### config.mk
export PLATFORM = sky130hd
export DESIGN_NAME = ext_mem_bridge
export DESIGN_NICKNAME = d
export VERILOG_FILES = /design/src/rtl/ext_mem_bridge.sv
export SDC_FILE = /design/constraint.sdc
export NUM_CORES = 1
export LEC_CHECK = 0
export BUFFER_PORTS_ARGS = -buffer_cell sky130_fd_sc_hd__buf_2
export CORE_ASPECT_RATIO = 2
export CORE_MARGIN = 5
export CORE_UTILIZATION = 35
export CTS_CLUSTER_SIZE = 8
export DETAILED_ROUTE_END_ITERATION = 12
export HOLD_SLACK_MARGIN = 0.15
export PLACE_DENSITY_LB_ADDON = 0.1
export SYNTH_ARGS = -nofsm -noshare
export SYNTH_HDL_FRONTEND = slang
export SYNTH_SLANG_ARGS = --single-unit
### constraint.sdc
create_clock -name clk -period 3 [get_ports clk]
set_input_delay 0 -clock clk [delete_from_list [all_inputs] [get_ports clk]]
set_output_delay 0 -clock clk [all_outputs]
set_load 0.1 [all_outputs]
### src/rtl/ext_mem_bridge.sv
`timescale 1ns/1ps
// ext_mem_bridge
//
// Bridges the core's instruction-fetch and load/store request ports onto a
// single narrow synchronous external SRAM. One 32-bit access is issued at a
// time. It is split into NBEATS = 32/EXT_DW beats on the SRAM side, and read
// beats are reassembled into a 32-bit response word. Requests at or above
// MEM_BYTES are answered with an error response and never reach the SRAM.
//
// Parameters
//   EXT_DW     external SRAM data width (8, 16 or 32)
//   MEM_BYTES  populated SRAM size in bytes (power of two)
//
// Compile-time option
//   EXT_MEM_BRIDGE_RR_EN  when defined, simultaneous requests are arbitrated
//                         round-robin. Otherwise the instruction port has
//                         fixed priority.
//
// Ports
//   clk, rst_ni                 clock (rising edge), async active-low reset
//   instr_req_i/gnt_o/...       instruction read port (req/gnt, rvalid pulse,
//                               err, 32-bit addr and rdata)
//   data_req_i/gnt_o/...        load/store port; adds we, be[3:0], wdata
//   ext_sram_addr_o             byte address of the current beat
//   ext_sram_wdata_o/be_o       write data / byte mask of the current beat
//   ext_sram_read_o/write_o     read / write strobes
//   ext_sram_rdata_i            read data, valid the cycle after read_o
module ext_mem_bridge #(
    parameter int EXT_DW    = 8,
    parameter int MEM_BYTES = 65536
) (
    input  logic                  clk,
    input  logic                  rst_ni,
    // instruction port
    input  logic                  instr_req_i,
    output logic                  instr_gnt_o,
    output logic                  instr_rvalid_o,
    output logic                  instr_err_o,
    input  logic [31:0]           instr_addr_i,
    output logic [31:0]           instr_rdata_o,
    // data port
    input  logic                  data_req_i,
    output logic                  data_gnt_o,
    output logic                  data_rvalid_o,
    output logic                  data_err_o,
    input  logic                  data_we_i,
    input  logic [3:0]            data_be_i,
    input  logic [31:0]           data_addr_i,
    input  logic [31:0]           data_wdata_i,
    output logic [31:0]           data_rdata_o,
    // external SRAM
    output logic [31:0]           ext_sram_addr_o,
    output logic [EXT_DW-1:0]     ext_sram_wdata_o,
    output logic [EXT_DW/8-1:0]   ext_sram_be_o,
    output logic                  ext_sram_read_o,
    output logic                  ext_sram_write_o,
    input  logic [EXT_DW-1:0]     ext_sram_rdata_i
);

    localparam int NBEATS = 32 / EXT_DW;
    localparam int BEW    = EXT_DW / 8;
    localparam int CW     = (NBEATS > 1) ? $clog2(NBEATS) : 1;
    localparam logic [CW-1:0] LAST_BEAT = CW'(NBEATS - 1);
    localparam logic [31:0]   MEM_LIMIT = 32'(MEM_BYTES);

    typedef enum logic [2:0] {
        IDLE  = 3'd0,
        XFER  = 3'd1,
        DRAIN = 3'd2,
        RESP  = 3'd3,
        ERR   = 3'd4
    } state_e;

    state_e         state_q, state_d;
    logic [CW-1:0]  beat_q, beat_d;
    logic           port_q, port_d;       // 1 = data port owns the access
    logic [31:0]    addr_q, addr_d;
    logic           we_q, we_d;
    logic [3:0]     be_q, be_d;
    logic [31:0]    wdata_q, wdata_d;
    logic           cap_q, cap_d;         // a read beat's data arrives this cycle
    logic [CW-1:0]  cap_idx_q, cap_idx_d; // which slice that data belongs to
    logic [31:0]    rbuf_q, rbuf_d;
    logic [31:0]    instr_rdata_q, instr_rdata_d;
    logic [31:0]    data_rdata_q, data_rdata_d;

    // ------------------------------------------------------------------
    // Arbitration (only meaningful in IDLE)
    // ------------------------------------------------------------------
    logic pick_data;

`ifdef EXT_MEM_BRIDGE_RR_EN
    // 1 = data port was granted most recently. Resetting to "data" lets the
    // instruction port win the first tie.
    logic last_data_q, last_data_d;

    assign pick_data = data_req_i && (!instr_req_i || !last_data_q);

    always_comb begin
        last_data_d = last_data_q;
        if (data_gnt_o) begin
            last_data_d = 1'b1;
        end else if (instr_gnt_o) begin
            last_data_d = 1'b0;
        end
    end

    always_ff @(posedge clk or negedge rst_ni) begin
        if (!rst_ni) begin
            last_data_q <= 1'b1;
        end else begin
            last_data_q <= last_data_d;
        end
    end
`else
    assign pick_data = data_req_i && !instr_req_i;
`endif

    assign instr_gnt_o = (state_q == IDLE) && instr_req_i && !pick_data;
    assign data_gnt_o  = (state_q == IDLE) && pick_data;

    logic [31:0] sel_addr;
    assign sel_addr = pick_data ? data_addr_i : instr_addr_i;

    // ------------------------------------------------------------------
    // Per-beat slicing of the captured word and read-data reassembly
    // ------------------------------------------------------------------
    logic [EXT_DW-1:0] wdata_beat [NBEATS];
    logic [BEW-1:0]    be_beat    [NBEATS];

    for (genvar gi = 0; gi < NBEATS; gi++) begin : g_beat
        assign wdata_beat[gi] = wdata_q[gi*EXT_DW +: EXT_DW];
        assign be_beat[gi]    = be_q[gi*BEW +: BEW];
        // SRAM data lags its read strobe by one cycle, so the slice index is
        // remembered from the issuing cycle rather than taken from beat_q.
        assign rbuf_d[gi*EXT_DW +: EXT_DW] = (cap_q && (cap_idx_q == CW'(gi)))
                                             ? ext_sram_rdata_i
                                             : rbuf_q[gi*EXT_DW +: EXT_DW];
    end

    logic [31:0] beat_off;
    assign beat_off = 32'(beat_q) * 32'(BEW);

    // ------------------------------------------------------------------
    // Next-state and output logic
    // ------------------------------------------------------------------
    always_comb begin
        state_d          = state_q;
        beat_d           = beat_q;
        port_d           = port_q;
        addr_d           = addr_q;
        we_d             = we_q;
        be_d             = be_q;
        wdata_d          = wdata_q;
        cap_d            = 1'b0;
        cap_idx_d        = beat_q;
        instr_rdata_d    = instr_rdata_q;
        data_rdata_d     = data_rdata_q;
        instr_rvalid_o   = 1'b0;
        instr_err_o      = 1'b0;
        data_rvalid_o    = 1'b0;
        data_err_o       = 1'b0;
        ext_sram_addr_o  = 32'h0;
        ext_sram_wdata_o = '0;
        ext_sram_be_o    = '0;
        ext_sram_read_o  = 1'b0;
        ext_sram_write_o = 1'b0;

        case (state_q)
            IDLE: begin
                if (instr_gnt_o || data_gnt_o) begin
                    port_d  = pick_data;
                    addr_d  = {sel_addr[31:2], 2'b00};
                    we_d    = pick_data && data_we_i;
                    be_d    = pick_data ? data_be_i : 4'h0;
                    wdata_d = pick_data ? data_wdata_i : 32'h0;
                    beat_d  = '0;
                    state_d = (sel_addr >= MEM_LIMIT) ? ERR : XFER;
                end
            end

            XFER: begin
                ext_sram_addr_o = addr_q + beat_off;
                if (we_q) begin
                    ext_sram_wdata_o = wdata_beat[beat_q];
                    ext_sram_be_o    = be_beat[beat_q];
                    // An all-zero mask still spends its beat, just unstrobed.
                    ext_sram_write_o = |be_beat[beat_q];
                end else begin
                    ext_sram_read_o = 1'b1;
                    cap_d           = 1'b1;
                end
                if (beat_q == LAST_BEAT) begin
                    beat_d  = '0;
                    state_d = we_q ? RESP : DRAIN;
                end else begin
                    beat_d = beat_q + CW'(1);
                end
            end

            DRAIN: begin
                // Last read beat is captured into rbuf at the end of this cycle.
                state_d = RESP;
            end

            RESP: begin
                if (port_q) begin
                    data_rvalid_o = 1'b1;
                    if (!we_q) begin
                        data_rdata_d = rbuf_q;
                    end
                end else begin
                    instr_rvalid_o = 1'b1;
                    instr_rdata_d  = rbuf_q;
                end
                state_d = IDLE;
            end

            ERR: begin
                if (port_q) begin
                    data_rvalid_o = 1'b1;
                    data_err_o    = 1'b1;
                    data_rdata_d  = 32'h0;
                end else begin
                    instr_rvalid_o = 1'b1;
                    instr_err_o    = 1'b1;
                    instr_rdata_d  = 32'h0;
                end
                state_d = IDLE;
            end

            default: state_d = IDLE;
        endcase
    end

    // The _d value is presented so new response data is visible alongside
    // rvalid; outside RESP/ERR it equals the held register value.
    assign instr_rdata_o = instr_rdata_d;
    assign data_rdata_o  = data_rdata_d;

    always_ff @(posedge clk or negedge rst_ni) begin
        if (!rst_ni) begin
            state_q       <= IDLE;
            beat_q        <= '0;
            port_q        <= 1'b0;
            addr_q        <= 32'h0;
            we_q          <= 1'b0;
            be_q          <= 4'h0;
            wdata_q       <= 32'h0;
            cap_q         <= 1'b0;
            cap_idx_q     <= '0;
            rbuf_q        <= 32'h0;
            instr_rdata_q <= 32'h0;
            data_rdata_q  <= 32'h0;
        end else begin
            state_q       <= state_d;
            beat_q        <= beat_d;
            port_q        <= port_d;
            addr_q        <= addr_d;
            we_q          <= we_d;
            be_q          <= be_d;
            wdata_q       <= wdata_d;
            cap_q         <= cap_d;
            cap_idx_q     <= cap_idx_d;
            rbuf_q        <= rbuf_d;
            instr_rdata_q <= instr_rdata_d;
            data_rdata_q  <= data_rdata_d;
        end
    end

endmodule
==> results.toml <==
[synthesis]
syn-mean-instance-area_um2 = 13.3
syn_nets = 651
synth.area.top_cells = "dfrtp_1, a22o_1, mux2_2"
yosysTopAreaCell = "dfrtp_1"
ys_seq_area_share_pct = 60.1
synthCells = 537
syn-cell-area_um2 = 7170
yosysTopAreaCellShare_pct = 60.1
synth-seq-cells = 172
yosys_warnings = 0
yosysUniqueCellTypes = 41

[placed_design]
io_buffers = 221
dp.final_hpwl_mm = 14.3
gp_congestion = 0.796
place_area_um2 = 8510

[grt]
grt.overflow.total = 0
grt_max_degree = 76
grt_pass1_vias = 6466
antenna_found_initial = 0
grt_use_total_pct = 18.4
grt_pass1_wl_mm = 34.2

[critical_path]
reg2reg_slack_ps = 630
worstSetupStartpointType = "flop"
critPathMaxFanout = 33
critPathLaunch = "state_q[2]"
critPathArrivalTime_ps = 2620
crit_path_cell_trace = "or3b_4 > nor2_4 > nor2_4 > a22o_1 > buf_2"
r2r_end = "be_q[1]"
critical_path_class = "reg -> out"
slowest_delay_ps = 670
cp_slowest_cell = "nor2_4"
reg2reg_depth = 6
cpMostUsedCell = "nor2_4"
r2r_start = "state_q[0]"
worstPathRequired_ps = 3000
end_kind = "primary output"

[floorplan]
die_w_um = 111
num_rows = 74
core_area_um2 = 20300
die_y_um = 212
die-area_um2 = 23600
pin_count = 226
initial_utilization_pct = 35.3

[worst_hold_path]
hp-class = "in -> async"

[clocking]
clk_latency_ps = 440
cts_made_buffers = 17
cts_buffer_depth = 2
cts-resized-gates = 0
clkTransAtPathRegs_ps = 70
root_buffer = "clkbuf_16"
cts_sinks = 172
cts_tree = "yes"
htree_levels = 4

[sta]
tns_ps = 0
max_freq_ghz = 0.381
worstMarginPinSlew_ps = 876
holdWs_ps = 143
fin_crit_sh_pct = 87.4
slew_headroom_pct = 41.5
min_period_ps = 2620
hold_viol_final = 0
clock_skew_ps = 8.11
setup_violations = 0
maxSlewViolCount = 0
rsz0062_at_grt = "false"

[run]
drv_cap = 0

[route]
drc_errors = 0
routed_wl_mm = 21.3
first_pass_iters = 6
wl_per_cell_um = 18.5
ant_nets = 0
via_per_inst = 5.09
drt_first_iter_violations = 260
num_vias = 5838

[cells_and_area]
area_growth_pct = 44.2
final_nets = 983
fin_area_um2 = 10300
n_antenna_cell = 0
drive_gt1_share_pct = 36.1

[power_and_ir_drop]
ir_worst_vdd_v = 0.000491
power_leakage_nw = 5.37
power.density_nw_per_um2 = 531

[status]
status = "finished, final reports clean"
## cell families after synthesis
family / count (synthesis) / share of synthesized area [%]
buffers and inverters: 41 / 3.42
AND/OR/NAND/NOR: 111 / 8.83
AO/OA/AOI/OAI: 140 / 15.3
multiplexers: 72 / 12.2
flip-flops: 172 / 60.1
adder cells (fa/ha/maj): 1 / 0.175
## per-stage QoR
| step | setup slack (ps) | power, mW | cells | utilization [%] |
|---|---|---|---|---|
| final | 378 | 5.49 | 1148 | 51.0 |
| after global routing | 233 | 5.73 | 1148 | 51.0 |
| after CTS | 312 | 5.57 | 1148 | 51.0 |
| after detailed placement | 812 | 3.14 | 994 | 42.0 |
| after global placement | 839 | 3.11 | 994 | 42.0 |
| after floorplan | 558 | 2.89 | 537 | - |
## layout make-up
class	count	area (um2)
Fill cell	1813	9940
Sequential cell	172	4300
Multi-Input combinational cell	324	2630
Timing Repair Buffer	352	2460
Clock buffer	18	439
Tap cell	266	333
Clock inverter	14	164
Inverter	2	7.51
## critical path, delay by kind of cell (launching register included)
kind            cells  cell delay, ps
compound gates      1             280
simple gates        3             990
buf+inv             1             450
flops               1             450
## repair_timing
action | in CTS | in global routing
endpoints found under the hold margin | 226 | 0
buffers inserted | 0 | 0
hold buffers | 122 | 0
## routing by layer
| metal | global-route usage [%] | routed length, um |
|---|---|---|
| met4 | 8.65 | 731 |
| met5 | 0 | 0 |
| met2 | 33.2 | 11300 |
| met1 | 19.9 | 7890 |
| met3 | 5.24 | 1310 |
## cell usage in the layout, fill, tap and decap left out, drive strengths merged
cell	n
bufinv	2
a22o	101
and2	34
nand2	34
and3	9
clkinvlp	3
a21oi	3
o21ai	32
a21boi	1
nand3	2
clkbuf	18
nand4	2
and2b	2
or3b	1
inv	5
mux4	9
nor4	8
dlygate4sd3	122
mux2	32
dfrtp	172
nor3b	2
nand2b	3
nand3b	3
a21o	1
ha	1
mux2i	31
or3	1
nor2	8
o21a	1
nor3	1
clkinv	6
o2bb2ai	1
nor2b	1
buf	230
## power by group
group	internal [mW]	total (mW)	switching, mW
clock	1.26	2.24	0.972
combinational	0.336	0.697	0.361
sequential	2.46	2.55	0.0924
## cells in the mapped netlist
cell / n
dfrtp_1: 172
a22o_1: 98
and2_1: 34
nand2_1: 34
mux2_2: 32
mux2i_1: 31
o21ai_0: 30
clkbuf_1: 15
buf_2: 12
and3_1: 9
mux4_2: 9
nor4_1: 8
buf_4: 5
buf_6: 5
nor2_1: 4
a21oi_1: 3
a22o_2: 3
nand3b_1: 3
clkbuf_8: 2
inv_1: 2
nand2b_1: 2
nand3_1: 2
nand4_1: 2
nor2_2: 2
nor2_4: 2
a21boi_0: 1
a21o_1: 1
and2b_1: 1
and2b_2: 1
ha_1: 1
nand2b_2: 1
nor2b_1: 1
nor3_2: 1
nor3b_1: 1
nor3b_2: 1
o21a_1: 1
o21ai_1: 1
o21ai_2: 1
o2bb2ai_1: 1
or3_1: 1
or3b_4: 1
## sequential cells by signal, indices dropped and copies added, names as in the netlist
name and count:
data_rdata_q 32, instr_rdata_q 32, rbuf_q 32, wdata_q 32, addr_q 30, be_q 4, state_q 3, beat_q 2
cap_idx_q 2, cap_q 1, port_q 1, we_q 1
## worst max-delay path by stage
stage,end,slack [ps],cells after the start
floorplan,instr_rdata_q[0],560,5
global placement,instr_rdata_o[26],840,5
detailed placement,instr_rdata_o[26],810,5
CTS,instr_rdata_o[26],310,5
global route,instr_rdata_o[26],230,5
finish,instr_rdata_o[2],380,5
Power figures use the tool's default switching activity.
